--- config.mk ---
export PLATFORM = sky130hd
export DESIGN_NAME = instr_fetch
export DESIGN_NICKNAME = d
export VERILOG_FILES = /design/src/rtl/instr_fetch_pkg.sv /design/src/rtl/instr_fetch_jal_predict.sv /design/src/rtl/instr_fetch.sv
export SDC_FILE = /design/constraint.sdc
export NUM_CORES = 1
export LEC_CHECK = 0
export ABC_AREA = 0
export ABC_CLOCK_PERIOD_IN_PS = 3900
export CAP_MARGIN = 20
export CORE_MARGIN = 2
export CORE_UTILIZATION = 40
export DETAILED_ROUTE_END_ITERATION = 7
export DONT_BUFFER_PORTS = 1
export PLACE_DENSITY = 0.5
export SETUP_SLACK_MARGIN = 0.4
export SYNTH_ARGS = -nofsm -noshare
export SYNTH_HDL_FRONTEND = slang
export SYNTH_SLANG_ARGS = --single-unit
--- constraint.sdc ---
create_clock -name clk -period 3.9 [get_ports clk]
set_input_delay 0.195 -clock clk [delete_from_list [all_inputs] [get_ports clk]]
set_output_delay 0.195 -clock clk [all_outputs]
set_load 0.05 [all_outputs]
--- src/rtl/instr_fetch_pkg.sv ---
// Shared fetch-side parameters.
//   ADDR_WIDTH       - PC / address width
//   INSTR_WIDTH      - instruction width
//   ICACHE_BLK_INSTR - instructions per iCache block (power of 2)
//   OPCODE_JAL       - major opcode of RV32 JAL
package instr_fetch_pkg;
   localparam int ADDR_WIDTH       = 32;
   localparam int INSTR_WIDTH      = 32;
   localparam int ICACHE_BLK_INSTR = 16;
   localparam logic [6:0] OPCODE_JAL = 7'b1101111;
endpackage

--- src/rtl/instr_fetch_jal_predict.sv ---
// Static JAL detection and target computation (combinational).
// Shared with the decoder.
//   pc_i     - PC of the instruction
//   instr_i  - instruction word
//   is_jal_o - instruction is a JAL
//   target_o - pc_i + J-immediate (modulo 2^32)
module instr_fetch_jal_predict
   import instr_fetch_pkg::*;
(
   input  logic [ADDR_WIDTH-1:0]  pc_i,
   input  logic [INSTR_WIDTH-1:0] instr_i,
   output logic                   is_jal_o,
   output logic [ADDR_WIDTH-1:0]  target_o
);
   logic [ADDR_WIDTH-1:0] imm;
   logic                  unused_rd;

   // Destination register field plays no part in the target.
   assign unused_rd = ^instr_i[11:7];

   assign is_jal_o = (instr_i[6:0] == OPCODE_JAL);
   assign imm      = {{(ADDR_WIDTH-20){instr_i[31]}}, instr_i[19:12], instr_i[20],
                      instr_i[30:21], 1'b0};
   assign target_o = pc_i + imm;
endmodule

--- src/rtl/instr_fetch.sv ---
// Instruction fetch stage behind the iCache.
// Presents pc to the iCache every cycle, pushes hits into the instruction
// queue, requests block refills on a miss, predicts JALs taken, and takes
// ROB redirects.
//   clk, rst_in (sync, active high), rdy_in (low = freeze)
//   icache_ain/icache_hit/icache_instr - iCache lookup
//   mem_req/mem_req_addr/mem_done      - block refill handshake
//   iq_full, iq_out_en, iq_instr, iq_pc, iq_pred_jump - queue push
//   flush_in/flush_pc                  - redirect
module instr_fetch
   import instr_fetch_pkg::*;
#(
   parameter logic [ADDR_WIDTH-1:0] RESET_PC  = 32'h0000_0000,
   parameter int                    BLK_INSTR = ICACHE_BLK_INSTR
) (
   input  logic                   clk,
   input  logic                   rst_in,
   input  logic                   rdy_in,
   output logic [ADDR_WIDTH-1:0]  icache_ain,
   input  logic                   icache_hit,
   input  logic [INSTR_WIDTH-1:0] icache_instr,
   output logic                   mem_req,
   output logic [ADDR_WIDTH-1:0]  mem_req_addr,
   input  logic                   mem_done,
   input  logic                   iq_full,
   output logic                   iq_out_en,
   output logic [INSTR_WIDTH-1:0] iq_instr,
   output logic [ADDR_WIDTH-1:0]  iq_pc,
   output logic                   iq_pred_jump,
   input  logic                   flush_in,
   input  logic [ADDR_WIDTH-1:0]  flush_pc
);
   typedef enum logic {FETCH, MISS_WAIT} state_e;

   localparam logic [ADDR_WIDTH-1:0] BLK_MASK = ADDR_WIDTH'(BLK_INSTR*4-1);

   state_e                 state_q, state_d;
   logic [ADDR_WIDTH-1:0]  pc_q, pc_d;
   logic                   mem_req_q, mem_req_d;
   logic [ADDR_WIDTH-1:0]  mem_addr_q, mem_addr_d;
   logic                   iq_en_q, iq_en_d;
   logic [INSTR_WIDTH-1:0] iq_instr_q, iq_instr_d;
   logic [ADDR_WIDTH-1:0]  iq_pc_q, iq_pc_d;
   logic                   iq_pj_q, iq_pj_d;

   logic                   is_jal;
   logic [ADDR_WIDTH-1:0]  jal_target;
   logic [ADDR_WIDTH-1:0]  next_pc;

   instr_fetch_jal_predict u_jal (
      .pc_i     (pc_q),
      .instr_i  (icache_instr),
      .is_jal_o (is_jal),
      .target_o (jal_target)
   );

   assign next_pc = is_jal ? jal_target : pc_q + ADDR_WIDTH'(4);

   always_comb begin
      state_d    = state_q;
      pc_d       = pc_q;
      mem_req_d  = mem_req_q;
      mem_addr_d = mem_addr_q;
      iq_en_d    = 1'b0;
      iq_instr_d = iq_instr_q;
      iq_pc_d    = iq_pc_q;
      iq_pj_d    = iq_pj_q;
      if (rdy_in) begin
         unique case (state_q)
            FETCH: begin
               if (flush_in) begin
                  pc_d = flush_pc;
               end else if (icache_hit) begin
                  // iq_full already leaves room for the entry landing next cycle.
                  if (!iq_full) begin
                     iq_en_d    = 1'b1;
                     iq_instr_d = icache_instr;
                     iq_pc_d    = pc_q;
                     iq_pj_d    = is_jal;
                     pc_d       = next_pc;
                  end
               end else begin
                  mem_req_d  = 1'b1;
                  mem_addr_d = pc_q & ~BLK_MASK;
                  state_d    = MISS_WAIT;
               end
            end
            MISS_WAIT: begin
               // The controller cannot abort, so a flush only retargets pc;
               // the stale refill still completes and the lookup retries.
               if (flush_in) pc_d = flush_pc;
               if (mem_done) begin
                  mem_req_d = 1'b0;
                  state_d   = FETCH;
               end
            end
            default: state_d = FETCH;
         endcase
      end
   end

   always_ff @(posedge clk) begin
      if (rst_in) begin
         state_q    <= FETCH;
         pc_q       <= RESET_PC;
         mem_req_q  <= 1'b0;
         mem_addr_q <= '0;
         iq_en_q    <= 1'b0;
         iq_instr_q <= '0;
         iq_pc_q    <= '0;
         iq_pj_q    <= 1'b0;
      end else begin
         state_q    <= state_d;
         pc_q       <= pc_d;
         mem_req_q  <= mem_req_d;
         mem_addr_q <= mem_addr_d;
         iq_en_q    <= iq_en_d;
         iq_instr_q <= iq_instr_d;
         iq_pc_q    <= iq_pc_d;
         iq_pj_q    <= iq_pj_d;
      end
   end

   assign icache_ain   = pc_q;
   assign mem_req      = mem_req_q;
   assign mem_req_addr = mem_addr_q;
   assign iq_out_en    = iq_en_q;
   assign iq_instr     = iq_instr_q;
   assign iq_pc        = iq_pc_q;
   assign iq_pred_jump = iq_pj_q;
endmodule

==> flow_metrics.tcl, run 1 <==
set metrics [dict create \
    cts_root_buf "clkbuf_16" \
    place_congestion 0.8441 \
    criticalPathCategory "flip-flop to flip-flop" \
    grt_max_degree 127 \
    grt_pass1_vias 6672 \
    cap_violations 0 \
    r2r-end "icache_ain[29]$_SDFFE_PP0P_" \
    drt_wl_total_mm 24.93 \
    hold_end "icache_ain[13]$_SDFFE_PP0P_" \
    final_util 0.4868 \
    chipWidth_um 137.1 \
    n_fill_cell 1736 \
    drtPass1Iterations 5 \
    sw_frac_of_total 0.3329 \
    ys.flop_type "dfxtp_1" \
    diodes 0 \
    post-dp-hpwl_mm 17.13 \
    powerDensity_nw_per_um2 441.2 \
    max_slew_margin 0.4198 \
    worstPathCellList "ha_1 -> a21oi_1 -> o221ai_1 -> a21oi_1 -> o21a_1 -> a21oi_1 -> or3_1 -> a211oi_1 -> a311oi_1 -> o31a_1" \
    h-tree-depth 4 \
    design.die.area_sq_um 18790 \
    clockBufferDepth 2 \
    yosysWarnings 0 \
    ys_types 63 \
    worstPathMaxFanout 9 \
    yosysTopAreaCell "dfxtp_1" \
    grt_pass1_wl_mm 37.25 \
    clock_skew_ps 14.80 \
    synth_edf_count 0 \
    clkTransAtPathRegs_ps 60 \
    internal-power_mw 2.478 \
    grtUsageTotal 0.2614 \
    final_cells 1229 \
    cp-end-kind "flip-flop" \
    yosys.area.top_type_share 0.3561 \
    synthCells 960 \
    yosysSeqAreaShare 0.3561 \
    area_delta_synth_final_pct 18.84 \
    hp-class "primary input to flip-flop" \
    insertion_delay_ps 430 \
    viasPerCell 5.713 \
    vias 7021 \
    async_flop_share 0 \
    worstReg2RegStart "icache_ain[14]$_SDFFE_PP0P_" \
    p_leak_nw 3.176 \
    rr_worst_depth 10 \
    fin_nets 1094 \
    rsz0062_at_grt "no" \
    cpMostUsedCell "a21oi_1" \
    hp-start "flush_pc[13]" \
    drive_above_1_share 0.08665 \
    yosysMostFrequentCell "nand2_1" \
    synth_area_leaders "dfxtp_1 36%, nand2_1 13%, a21oi_1 10%" \
    fin_crit_sh 0.7768 \
    worst-endpoint-required_ps 4210 \
    fmax_mhz 330.1 \
    placed_cells 1150 \
    gr-total-overflow 0 \
    numCtsBuffers 17 \
    drt_iter0_drc 424 \
    min_period_ps 3029 \
    dieHeight_um 137.1 \
    avgSynthCellArea_sq_um 7.379 \
    wl_per_cell_um 20.28 \
    power.share.combinational 0.183 \
    drv_slew 0 \
    peakVddDrop_mv 0.3049 \
    p_sw_mw 1.236 \
    slowest_delay_ps 640 \
    antenna_found_initial 0 \
    cts_tree "yes" \
    clkPwrFrac 0.422 \
    syn_area_sq_um 7084 \
    ant_nets 0 \
    finalHoldViolCount 0 \
    route.detailed.drc 0 \
    worst_pin_slew_ps 863.6 \
    io_buffer_count 0 \
    num_io_pins 202 \
    seqPwrFrac 0.395 \
    hold-worst-slack_ps 11.87 \
    synth_commonest_cells "239 x nand2_1, 143 x a21oi_1, 126 x dfxtp_1" \
    ys_seq_elements 126 \
    start_util 0.4096 \
    crit_arrival_ps 3340 \
    status "completed" \
    tns_ps 0 \
    clkSinkCount 126 \
    setup_viol 0 \
    slowest_stage "dfxtp_1" \
    core_sq_um 17300 \
    r2r_setup_slack_ps 870 \
    rows 48 \
    start_kind "flip-flop" \
    hold_path_depth 2 \
]
[state kept, by name, summed over array words and instances (netlist names)]
signal and cells:
mem_req 1, icache_ain 32, iq_out_en 1, iq_instr 32
mem_req_addr 26, iq_pc 32, state_q 1, iq_pred_jump 1
[kinds of logic after synthesis]
family / after synthesis / synth area share
AOI/OAI and AO/OA: 274 / 0.2330
xor gates and xnor gates: 44 / 0.05440
adders and majority gates: 32 / 0.05758
buffers and inverters: 86 / 0.05051
DFF: 126 / 0.3561
muxes: 4 / 0.005652
other: 1 / 0.0005293
and+or+nand+nor: 393 / 0.2423
[power by group through the flow]
stage	registers (mW)	clock network [mW]	logic, mW
floorplan	1.57	0	0.399
global placement	1.50	0	0.608
detailed placement	1.50	0	0.612
CTS	1.47	1.59	0.677
global route	1.47	1.66	0.740
finish	1.47	1.57	0.680
[metrics by stage]
stage	setup WS, ps	power, mW	instance area [sq um]
final	870.6	3.715	8419
after global routing	715.8	3.870	8419
after CTS	868.5	3.740	8408
after detailed placement	896.2	2.110	7357
after global placement	939.5	2.104	7357
after floorplan	881.6	1.970	7103
[how the worst max path moves through the flow]
stage	startpoint	to	slack [ps]
after CTS	icache_ain[14]$_SDFFE_PP0P_	icache_ain[29]$_SDFFE_PP0P_	870
after detailed placement	icache_ain[14]$_SDFFE_PP0P_	icache_ain[29]$_SDFFE_PP0P_	900
final	icache_ain[14]$_SDFFE_PP0P_	icache_ain[29]$_SDFFE_PP0P_	870
after global placement	icache_ain[14]$_SDFFE_PP0P_	icache_ain[29]$_SDFFE_PP0P_	940
after global routing	icache_ain[14]$_SDFFE_PP0P_	icache_ain[29]$_SDFFE_PP0P_	720
after floorplan	icache_ain[11]$_SDFFE_PP0P_	icache_ain[29]$_SDFFE_PP0P_	880
[worst max-delay path, delay by kind of cell (launching register included)]
family	cells	cell delay, ps
AOI/OAI and AO/OA	8	1460
DFF	1	640
and+or+nand+nor	1	410
adders and majority gates	1	410
[metal layers]
metal	GRT usage	wire [um]	vias to the layer above
met5	0	0	-
met4	0.08133	374	0
met3	0.06630	1779	26
met2	0.4116	11250	244
met1	0.3507	11520	3351
li1	-	-	3400
[cells in the final DEF (no fill, tap or decap), types with 9 or more instances in the layout]
master,Yosys,routed
nand2_1,239,238
a21oi_1,143,143
dfxtp_1,126,126
nor2_1,52,49
dlygate4sd3_1,0,45
buf_4,6,37
nand3_1,32,32
ha_1,31,31
o21ai_0,27,27
xnor2_1,27,27
a211oi_1,25,25
xor2_1,17,17
clkbuf_16,0,17
o211ai_1,16,16
a21o_1,16,16
nor3_1,16,16
and3_1,9,9
inv_1,9,9
[area by class of cell]
type / instances / area (sq um) / area share
inverters: 9 / 33.78 / 0.004012
flip-flops and latches: 126 / 2522 / 0.2996
multi-input cells: 753 / 4242 / 0.5038
well taps: 225 / 281.5 / 0.03344
clock inverters: 13 / 130.1 / 0.01546
clock buffers: 19 / 442.9 / 0.05261
repair buffers: 84 / 767.0 / 0.09110
[what timing repair did]
| item | in CTS | in global routing |
|---|---|---|
| hold buffers | 46 | 0 |
| gates resized for setup | 0 | 0 |
| hold endpoints to repair | 125 | 0 |
| setup buffers | 0 | 0 |
Power figures use the tool's default switching activity.
==> run 2: changes to the inputs <==
Settings changed: ABC_CLOCK_PERIOD_IN_PS 3900 to 2750, PLACE_DENSITY 0.5 to 0.52.
Clock period 3.9 ns to 2.75 ns, I/O delays scaled along.
==> run 2 against run 1 <==
Against the previous run: the flow now finishes with violations (hold timing); sequential power is 41% higher; clock skew is 2.7 ps lower; maximum frequency is 21% higher; critical path depth stayed put; non-clock buffer count is 50 higher; worst hold slack worse by 230 ps; clock power is 36% higher; wire length is 5.5% higher; critical path type unchanged; largest cell class unchanged.
==> flow_metrics.tcl, run 2 (synthesis results as in run 1) <==
set metrics [dict create \
    status "finished with violations" \
    failed_checks "hold timing" \
    tns_ps 0 \
    num_io_pins 202 \
    max_slew_margin 0.5341 \
    antenna_found_initial 0 \
    final_cells 1279 \
    clockBufferDepth 2 \
    cts_root_buf "clkbuf_16" \
    cp-end-kind "flip-flop" \
    chipWidth_um 137.1 \
    drt_wl_total_mm 26.31 \
    worst-endpoint-required_ps 3060 \
    place_congestion 0.9857 \
    route.detailed.drc 0 \
    clkSinkCount 126 \
    hp-start "rst_in" \
    hold-worst-slack_ps -222.5 \
    core_sq_um 17300 \
    post-dp-hpwl_mm 17.71 \
    grtUsageTotal 0.2743 \
    placed_cells 1169 \
    grt_max_degree 129 \
    final_common_cell "nand2_1" \
    min_period_ps 2507 \
    finalInstanceArea_sq_um 9477 \
    rows 48 \
    r2r-end "icache_ain[29]$_SDFFE_PP0P_" \
    fin_crit_sh 0.9118 \
    slowest_delay_ps 360 \
    wl_per_cell_um 20.57 \
    gr-total-overflow 0 \
    clkTransAtPathRegs_ps 60 \
    diodes 0 \
    cts_tree "yes" \
    grt_pass1_vias 7157 \
    multi_input_area_sq_um 4766 \
    numCtsBuffers 17 \
    ant_nets 0 \
    vias 7343 \
    dpl_cell_area_sq_um 7741 \
    clock_skew_ps 12.08 \
    insertion_delay_ps 430 \
    dieHeight_um 137.1 \
    final_cell_mix "237 x nand2_1, 132 x a21oi_1, 101 x dfxtp_1, 69 x buf_4, 54 x dlygate4sd3_1" \
    drt_iter0_drc 355 \
    powerDensity_nw_per_um2 564.1 \
    fmax_mhz 398.8 \
    worst_pin_slew_ps 698.9 \
    start_util 0.4096 \
    rr_worst_depth 10 \
    start_kind "flip-flop" \
    grt_pass1_wl_mm 39.53 \
    finalHoldViolCount 76 \
    viasPerCell 5.741 \
    drive_above_1_share 0.2059 \
    crit_arrival_ps 2820 \
    seq_area_sq_um 2586 \
    setup_viol 0 \
    criticalPathCategory "flip-flop to flip-flop" \
    hp-class "primary input to flip-flop" \
    design.die.area_sq_um 18790 \
    worstPathMaxFanout 5 \
    fin_nets 1144 \
    cap_violations 0 \
    worstReg2RegStart "icache_ain[8]$_SDFFE_PP0P_" \
    drv_slew 0 \
    area_delta_synth_final_pct 33.77 \
    r2r_setup_slack_ps 240 \
    crit_family "compound AO/OA/AOI/OAI gates" \
    slowest_stage "or3_4" \
    rsz0062_at_grt "yes" \
    crit_start "icache_ain[8]$_SDFFE_PP0P_" \
    path_depth 10 \
    drtPass1Iterations 5 \
    crit_buf_inv 0 \
    h-tree-depth 4 \
    worstPathCellList "ha_4 -> a211oi_4 -> nor2_4 -> a31o_4 -> o21ai_4 -> a21oi_4 -> or3_4 -> a211oi_2 -> a311oi_1 -> o31a_1" \
    p_leak_nw 3.623 \
    n_fill_cell 1636 \
    peakVddDrop_mv 0.4512 \
    io_buffer_count 0 \
    critPathCapture "icache_ain[29]$_SDFFE_PP0P_" \
]
==> run 2: area by class of cell <==
cell class,count,area share
inverters,9,0.003829
flip-flops and latches,126,0.2729
clock inverters,11,0.008582
clock buffers,21,0.04978
multi-input cells,753,0.5029
repair buffers,134,0.1323
well taps,225,0.02971
==> run 2: layer usage <==
metal / vias up / wire length (um) / GRT usage
met5: - / 0 / 0
met4: 0 / 754 / 0.1008
met3: 51 / 1818 / 0.07370
met2: 282 / 12720 / 0.4660
met1: 3509 / 11020 / 0.3311
li1: 3501 / - / -
==> run 2: where the power goes <==
group	switching, mW	internal (mW)
combinational	0.682	0.444
clock	0.904	1.24
sequential	0.185	1.89
==> run 2: what timing repair did <==
item,in CTS,in global routing
resized for setup,61,25
endpoints found under the setup margin,19,45
pin swaps,34,19
hold buffers,53,1
endpoints found under the hold margin,126,77
gates cloned,0,2
setup buffers,16,6
==> run 2: worst min path at each step <==
| stage | slack [ps] | cells past startpoint | endpoint |
|---|---|---|---|
| finish | -220 | 1 | iq_pc[15]$_SDFFE_PP0P_ |
| global route | -230 | 1 | iq_pc[29]$_SDFFE_PP0P_ |
| CTS | -230 | 1 | icache_ain[27]$_SDFFE_PP0P_ |
| detailed placement | 220 | 1 | mem_req$_SDFFE_PP0P_ |
| global placement | 220 | 1 | icache_ain[14]$_SDFFE_PP0P_ |
| floorplan | 270 | 2 | iq_instr[0]$_SDFFE_PP0P_ |
==> run 2: per-stage QoR <==
stage / util / power [mW] / worst slack [ps] / hold slack [ps]
5_1_grt: 0.5479 / 5.555 / 115.4 / -234.3
3_5_place_dp: 0.4476 / 3.062 / 1.451 / 221.7
6_report: 0.5479 / 5.346 / 242.6 / -222.5
2_1_floorplan: - / 2.827 / 191.4 / 273.5
4_1_cts: 0.5344 / 5.319 / 246.1 / -225.5
3_3_place_gp: 0.4476 / 3.050 / -47.36 / 216.9
